`src/rtl/spram_wb_arbiter_if.sv`:
```
// Wishbone classic two-port bundle for spram_wb_arbiter.
// Port 0 is instruction fetch, port 1 is data. Request on port i is s_cyc[i] & s_stb[i].
// The master modport drives requests. The slave modport (the arbiter) returns ack and read data.
interface spram_wb_arbiter_if;
    logic [1:0]  s_cyc;
    logic [1:0]  s_stb;
    logic [1:0]  s_we;
    logic [3:0]  s_sel0;
    logic [3:0]  s_sel1;
    logic [31:0] s_adr0;
    logic [31:0] s_adr1;
    logic [31:0] s_dat0_i;
    logic [31:0] s_dat1_i;
    logic [31:0] s_dat0_o;
    logic [31:0] s_dat1_o;
    logic [1:0]  s_ack;

    modport master (
        output s_cyc, s_stb, s_we, s_sel0, s_sel1, s_adr0, s_adr1, s_dat0_i, s_dat1_i,
        input  s_dat0_o, s_dat1_o, s_ack
    );

    modport slave (
        input  s_cyc, s_stb, s_we, s_sel0, s_sel1, s_adr0, s_adr1, s_dat0_i, s_dat1_i,
        output s_dat0_o, s_dat1_o, s_ack
    );
endinterface

```
`src/rtl/spram_wb_arbiter.sv`:
```
// spram_wb_arbiter: shares one single-port 32-bit RAM (1-cycle read latency, byte write
// enables) between two Wishbone classic slave ports. Only one access is in flight at a time.
// Every transaction takes exactly three cycles:
//   IDLE   : the request is sampled and the winner's address, data, sel and we are captured
//   ACCESS : the RAM pins are driven (ram_ce high, ram_we = sel on writes)
//   ACK    : ack and read data are returned to the winner, and then the FSM goes back to IDLE
//
// Arbitration is round-robin by default. The 'last' register remembers the last winner, and
// a tie is granted to the other port. Reset sets last to 1, so port 0 wins the first tie.
// Define SPRAM_ARB_FIXED_PRIO_EN to use fixed priority instead. Port 0 then always wins a
// tie and the round-robin state does not exist. Ports and latency are the same in both modes.
//
// Address bits above addr_width+1 are ignored, so the RAM aliases through the byte address
// space. Byte-lane bits adr[1:0] are also ignored.
module spram_wb_arbiter #(
    parameter int size       = 32'sh80,
    parameter int addr_width = $clog2(size) - 32'sd2
) (
    input  logic                  clk,
    input  logic                  rst,
    spram_wb_arbiter_if.slave     wb,
    output logic [addr_width-1:0] ram_addr,
    output logic                  ram_ce,
    output logic [3:0]            ram_we,
    output logic [31:0]           ram_d,
    input  logic [31:0]           ram_q
);

    typedef enum logic [1:0] {
        ST_IDLE   = 2'd0,
        ST_ACCESS = 2'd1,
        ST_ACK    = 2'd2
    } state_t;

    // Byte write enables: the sel lanes on a write, and nothing on a read.
    function automatic logic [3:0] byte_we(input logic we, input logic [3:0] sel);
        byte_we = {4{we}} & sel;
    endfunction

    state_t                state_r;
    state_t                state_next_s;
    logic [1:0]            req_s;
    logic                  take_s;
    logic                  grant_s;
    logic                  grant_r;
    logic                  we_s;
    logic                  we_r;
    logic [3:0]            sel_s;
    logic [31:0]           dat_s;
    logic [addr_width-1:0] word_s;
    logic                  unused_adr_s;

`ifndef SPRAM_ARB_FIXED_PRIO_EN
    logic                  last_r;
`endif

    // Per-port request qualification, and the decision to start a transaction.
    always_comb begin
        req_s  = wb.s_cyc & wb.s_stb;
        take_s = 1'b0;
        if (state_r == ST_IDLE) begin
            take_s = |req_s;
        end else begin
            take_s = 1'b0;
        end
    end

    // Arbitration: a single requester wins; on a tie, use the configured policy.
    always_comb begin
        grant_s = 1'b0;
        case (req_s)
            2'b01:   grant_s = 1'b0;
            2'b10:   grant_s = 1'b1;
`ifdef SPRAM_ARB_FIXED_PRIO_EN
            2'b11:   grant_s = 1'b0;
`else
            2'b11:   grant_s = ~last_r;
`endif
            default: grant_s = 1'b0;
        endcase
    end

    // Select the winning port's request fields. The word index is taken from adr[addr_width+1:2].
    always_comb begin
        we_s   = 1'b0;
        sel_s  = 4'h0;
        dat_s  = 32'h0;
        word_s = {addr_width{1'b0}};
        if (grant_s) begin
            we_s   = wb.s_we[1];
            sel_s  = wb.s_sel1;
            dat_s  = wb.s_dat1_i;
            word_s = wb.s_adr1[addr_width+1:2];
        end else begin
            we_s   = wb.s_we[0];
            sel_s  = wb.s_sel0;
            dat_s  = wb.s_dat0_i;
            word_s = wb.s_adr0[addr_width+1:2];
        end
    end

    // Gather the address bits that are ignored by design (aliasing and byte lanes).
    always_comb begin
        unused_adr_s = ^{wb.s_adr0[31:addr_width+2], wb.s_adr0[1:0],
                         wb.s_adr1[31:addr_width+2], wb.s_adr1[1:0]};
    end

    // FSM next state: IDLE waits for a request; ACCESS and ACK each last one cycle.
    always_comb begin
        state_next_s = state_r;
        case (state_r)
            ST_IDLE: begin
                if (take_s) begin
                    state_next_s = ST_ACCESS;
                end else begin
                    state_next_s = ST_IDLE;
                end
            end
            ST_ACCESS: state_next_s = ST_ACK;
            ST_ACK:    state_next_s = ST_IDLE;
            default:   state_next_s = ST_IDLE;
        endcase
    end

    // FSM state register. A reset in any state abandons the transaction in flight.
    always_ff @(posedge clk) begin
        if (rst) begin
            state_r <= ST_IDLE;
        end else begin
            state_r <= state_next_s;
        end
    end

`ifndef SPRAM_ARB_FIXED_PRIO_EN
    // Round-robin memory: record the winner of every grant.
    always_ff @(posedge clk) begin
        if (rst) begin
            last_r <= 1'b1;
        end else if (take_s) begin
            last_r <= grant_s;
        end else begin
            last_r <= last_r;
        end
    end
`endif

    // Transaction registers used in the ACK cycle: the owner and the direction.
    always_ff @(posedge clk) begin
        if (rst) begin
            grant_r <= 1'b0;
            we_r    <= 1'b0;
        end else if (take_s) begin
            grant_r <= grant_s;
            we_r    <= we_s;
        end else begin
            grant_r <= grant_r;
            we_r    <= we_r;
        end
    end

    // RAM pin registers: loaded at the IDLE->ACCESS edge, so they are active only during ACCESS.
    always_ff @(posedge clk) begin
        if (rst) begin
            ram_ce   <= 1'b0;
            ram_we   <= 4'h0;
            ram_addr <= {addr_width{1'b0}};
            ram_d    <= 32'h0;
        end else if (take_s) begin
            ram_ce   <= 1'b1;
            ram_we   <= byte_we(we_s, sel_s);
            ram_addr <= word_s;
            ram_d    <= dat_s;
        end else begin
            ram_ce   <= 1'b0;
            ram_we   <= 4'h0;
            ram_addr <= {addr_width{1'b0}};
            ram_d    <= 32'h0;
        end
    end

    // Response: during ACK, ack follows the owner's live cyc (a dropped cycle gets no ack).
    // Read data comes straight from ram_q, which is valid only in this cycle. Writes return zero.
    always_comb begin
        wb.s_ack    = 2'b00;
        wb.s_dat0_o = 32'h0;
        wb.s_dat1_o = 32'h0;
        if (state_r == ST_ACK) begin
            if (grant_r) begin
                wb.s_ack[1] = wb.s_cyc[1];
                if (!we_r) begin
                    wb.s_dat1_o = ram_q;
                end else begin
                    wb.s_dat1_o = 32'h0;
                end
            end else begin
                wb.s_ack[0] = wb.s_cyc[0];
                if (!we_r) begin
                    wb.s_dat0_o = ram_q;
                end else begin
                    wb.s_dat0_o = 32'h0;
                end
            end
        end else begin
            wb.s_ack = 2'b00;
        end
    end

endmodule

```
`src/flat_wrapper.sv`:
```
// flat-port wrapper written by rule: the top's interface ports become plain ports
module spram_wb_arbiter_flat 
#(
    parameter int size       = 32'sh80,
    parameter int addr_width = $clog2(size) - 32'sd2
)
  (clk, rst, ram_addr, ram_ce, ram_we, ram_d, ram_q, wb_s_cyc, wb_s_stb, wb_s_we, wb_s_sel0, wb_s_sel1, wb_s_adr0, wb_s_adr1, wb_s_dat0_i, wb_s_dat1_i, wb_s_dat0_o, wb_s_dat1_o, wb_s_ack);
  spram_wb_arbiter_if wb_i ();
  input  logic clk;
  input  logic rst;
  output logic [addr_width-1:0] ram_addr;
  output logic ram_ce;
  output logic [3:0] ram_we;
  output logic [31:0] ram_d;
  input  logic [31:0] ram_q;
  input wire logic [$bits(wb_i.s_cyc)-1:0] wb_s_cyc;
  input wire logic [$bits(wb_i.s_stb)-1:0] wb_s_stb;
  input wire logic [$bits(wb_i.s_we)-1:0] wb_s_we;
  input wire logic [$bits(wb_i.s_sel0)-1:0] wb_s_sel0;
  input wire logic [$bits(wb_i.s_sel1)-1:0] wb_s_sel1;
  input wire logic [$bits(wb_i.s_adr0)-1:0] wb_s_adr0;
  input wire logic [$bits(wb_i.s_adr1)-1:0] wb_s_adr1;
  input wire logic [$bits(wb_i.s_dat0_i)-1:0] wb_s_dat0_i;
  input wire logic [$bits(wb_i.s_dat1_i)-1:0] wb_s_dat1_i;
  output wire logic [$bits(wb_i.s_dat0_o)-1:0] wb_s_dat0_o;
  output wire logic [$bits(wb_i.s_dat1_o)-1:0] wb_s_dat1_o;
  output wire logic [$bits(wb_i.s_ack)-1:0] wb_s_ack;
  assign wb_i.s_cyc = wb_s_cyc;
  assign wb_i.s_stb = wb_s_stb;
  assign wb_i.s_we = wb_s_we;
  assign wb_i.s_sel0 = wb_s_sel0;
  assign wb_i.s_sel1 = wb_s_sel1;
  assign wb_i.s_adr0 = wb_s_adr0;
  assign wb_i.s_adr1 = wb_s_adr1;
  assign wb_i.s_dat0_i = wb_s_dat0_i;
  assign wb_i.s_dat1_i = wb_s_dat1_i;
  assign wb_s_dat0_o = wb_i.s_dat0_o;
  assign wb_s_dat1_o = wb_i.s_dat1_o;
  assign wb_s_ack = wb_i.s_ack;
  spram_wb_arbiter #(.size(size), .addr_width(addr_width)) u_core (.clk(clk), .rst(rst), .wb(wb_i), .ram_addr(ram_addr), .ram_ce(ram_ce), .ram_we(ram_we), .ram_d(ram_d), .ram_q(ram_q));
endmodule
```
`config.mk`:
```
export PLATFORM = sky130hd
export DESIGN_NAME = spram_wb_arbiter_flat
export DESIGN_NICKNAME = d
export VERILOG_FILES = /design/src/rtl/spram_wb_arbiter_if.sv /design/src/rtl/spram_wb_arbiter.sv /design/src/flat_wrapper.sv
export SDC_FILE = /design/constraint.sdc
export NUM_CORES = 1
export LEC_CHECK = 0
export BUFFER_PORTS_ARGS = -buffer_cell sky130_fd_sc_hd__buf_2
export CORE_AREA = 8 8 105 107
export DETAILED_ROUTE_END_ITERATION = 7
export DIE_AREA = 0 0 113 115
export PLACE_DENSITY = 0.63
export SETUP_SLACK_MARGIN = 0.2
export SYNTH_ARGS = -nofsm -noshare
export SYNTH_HDL_FRONTEND = slang
export SYNTH_SLANG_ARGS = --single-unit
```
`constraint.sdc`:
```
create_clock -name clk -period 1.38 [get_ports clk]
set_input_delay 0.276 -clock clk [delete_from_list [all_inputs] [get_ports clk]]
set_output_delay 0.276 -clock clk [all_outputs]
set_load 0.005 [all_outputs]
```
==> results by group <==
Status
  – Status: complete, but fails checks
  – Failing checks: setup timing

Critical path
  – Crit path DAT: 1.53 ns
  – CP max FO: 6
  – Setup Crit Path Kind: flop to output port
  – Critical Path Source Type: flop
  – Req. time, crit path: 1.10 ns
  – CP Capture Type: output port

Synth
  – Synth top area cells: dfxtp_1, nand2_1, nor2_1
  – Ys flop type: dfxtp_1
  – List of most frequent post-synthesis cells: nand2_1, nor2_1, dfxtp_1, nand2b_1, a21oi_1
  – Top cell type's share of synthesized area: 0.417
  – Synthesized area: 2210 um2
  – Post-synth ARST share: 0
  – Post-synthesis cell type count: 22
  – Synthesized area per cell: 7.04 um2
  – Post-Synthesis Cells: 314
  – Synth area leader: dfxtp_1
  – Seq/Total Area, Yosys: 0.417
  – Yosys warns: 0
  – Most frequent cell after synthesis: nand2_1
  – Mapped Nets: 490
  – Post-synth EDFFs: 0
  – Register bit total from synthesis: 46

Timing
  – Layout Skew: 0.0125 ns
  – Hold slack final: 0.193 ns
  – Worst slew margin: 0.845
  – Max-slew violations: 0
  – Fmax: 554 MHz
  – Hold violation total from the final report: 0
  – Fin crit period: 1.81 ns
  – Worst Tran Pin Value: 0.232 ns
  – RSZ-0062 raised after global routing: true
  – Final setup fails: 110
  – Setup ws final: -0.426 ns
  – Period utilisation layout: 1.31

Clock network
  – Worst-Skew Late Latency: 0.30 ns
  – TritonCTS clock tree: done
  – CTS Buf Count: 5
  – Hold-fix buffers, CTS: 0
  – CTS Root Cell: clkbuf_8
  – CTS H-Tree Depth: 2
  – Clock-pin slew on the worst setup and hold paths: 0.09 ns
  – Clk buf depth: 2
  – Clk sinks: 46

Final layout
  – Nets: 744
  – Syn-to-layout area delta: 110%
  – Share of cells above drive strength 1: 0.689
  – Post-layout util: 0.492

Global route
  – Grt total ovfl: 0
  – GR Util met2: 0.298
  – Antenna violations before repair: 2
  – Top Usage Layer GRT: met2
  – Grt met1 use: 0.145
  – First-pass GRT wire length: 16000 um
  – GR Util met3: 0.0672
  – GR Util All Layers: 0.154
  – Largest net degree at the start of global routing: 28
  – Vias in the first global route: 3280

Power and ir drop
  – Clock network power share: 0.300
  – Worst vdd ir: 0.000458 V
  – Sequential share of power: 0.418
  – Combinational share of power: 0.282
  – Switching fraction of total power: 0.287
  – Switching power: 0.000969 W
  – Power Internal: 0.00241 W
  – P per Cell Area: 726 nW/um2
  – P_leak: 2.38 nW

Route
  – Vias: 2997
  – DRT Wirelength: 10700 um
  – DRC viols: 0
  – Vias/cell: 4.38
  – Drt first pass iters: 6
  – Post-DRT Antenna Nets: 0
  – DR WL/cell: 15.6 um
  – Iteration-0 DRC Markers: 186

Die
  – Starting Density: 0.234
  – Die area: 13000 um2
  – Die height: 115 um
  – Die width: 113 um
  – FP Rows: 36
  – Placeable Area: 9460 um2
  – I/O Pins: 284

Place
  – Dpl hpwl: 8080 um
  – GPL Wtd Cong: 0.872
  – Buffers on Ports: 229

Worst hold path
  – HP Class: input pin to flop

Run
  – MaxCap Viol Count: 0
==> path summary, 6_finish.rpt <==
check | from | to | slack (ns) | depth (start not counted)
max | u_core.state_r[0]$_SDFF_PP0_ | wb_s_dat1_o[4] | -0.43 | 7
min | rst | u_core.grant_r$_SDFFE_PP0P_ | 0.19 | 2
max reg2reg | u_core.state_r[0]$_SDFF_PP0_ | u_core.ram_d[31]$_SDFF_PP0_ | -0.31 | 7
min reg2reg | u_core.state_r[1]$_SDFF_PP0_ | u_core.state_r[1]$_SDFF_PP0_ | 0.51 | 2
==> what timing repair did <==
action                                  4_1_cts  5_1_grt
endpoints found under the setup margin      112      112
cloned                                        7        1
buffers inserted                             13        2
gates resized for setup                      70       43
pin swaps                                    30        7
==> cells by family (layout without fill, tap and decap cells) <==
logic type             Yosys count  in the layout  synth area share
other                            0              1                 0
DFF                             46             46             0.417
AOI/OAI and AO/OA               46             46             0.140
buffers and inverters           27            282            0.0583
and+or+nand+nor                195            195             0.385
==> power by group through the flow <==
stage	Combinational, W	Sequential (W)	Clock [W]
2_1_floorplan	0.000385	0.00145	0
3_3_place_gp	0.000721	0.00144	0
3_5_place_dp	0.000738	0.00144	0
4_1_cts	0.000906	0.00141	0.00105
5_1_grt	0.00104	0.00142	0.00111
6_report	0.000952	0.00141	0.00101
==> per-layer routing <==
layer / vias up / share of wire
met5: - / 0.0011
met4: 2 / 0.0095
met3: 11 / 0.11
met2: 154 / 0.52
met1: 1342 / 0.36
li1: 1488 / -
==> sequential cells by signal, summed over array words and instances, names as in the netlist <==
| name | count |
|---|---|
| u_core.grant_r | 1 |
| u_core.last_r | 1 |
| u_core.ram_addr | 5 |
| u_core.ram_d | 32 |
| u_core.ram_we | 4 |
| u_core.state_r | 2 |
| u_core.we_r | 1 |
==> cells in the final DEF (no fill, tap or decap), types with 3 or more instances in the layout <==
| master | n |
|---|---|
| nand2_1 | 83 |
| a21oi_4 | 4 |
| nand2b_1 | 32 |
| nor2_1 | 11 |
| buf_4 | 8 |
| nor2_2 | 16 |
| buf_2 | 223 |
| clkbuf_8 | 5 |
| buf_8 | 4 |
| dfxtp_1 | 42 |
| buf_16 | 4 |
| buf_12 | 11 |
| a21oi_2 | 39 |
| inv_1 | 3 |
| dfxtp_2 | 4 |
| nor2_4 | 39 |
| buf_6 | 19 |
==> critical path, cell delays in order (launching register included) <==
cell and delay [ns]:
dfxtp_2 0.34, buf_6 0.11, nand3b_1 0.16, buf_6 0.16, buf_12 0.13, buf_16 0.13
nor2_2 0.09, buf_2 0.12
==> area by class of cell <==
| class | count | area (um2) |
|---|---|---|
| antenna | 1 | 2.50 |
| clock buffer | 5 | 68.8 |
| clock inverter | 3 | 43.8 |
| fill | 889 | 4810 |
| inverter | 4 | 15.0 |
| multi-input combinational | 241 | 1650 |
| sequential | 46 | 926 |
| tap | 114 | 143 |
| timing repair buffer | 270 | 1810 |
==> metrics by stage <==
stage               total power (W)  TNS [ns]  instance area [um2]  worst slack (ns)  std cells
floorplan                   0.00184         0                 2500            0.0273        314
global placement            0.00216     -3.87                 3810            -0.115        652
detailed placement          0.00218     -4.67                 3810            -0.132        652
CTS                         0.00337    -38.13                 4430            -0.434        680
global route                0.00356    -42.95                 4650            -0.473        684
finish                      0.00338    -37.59                 4650            -0.426        684
Power figures use the tool's default switching activity.
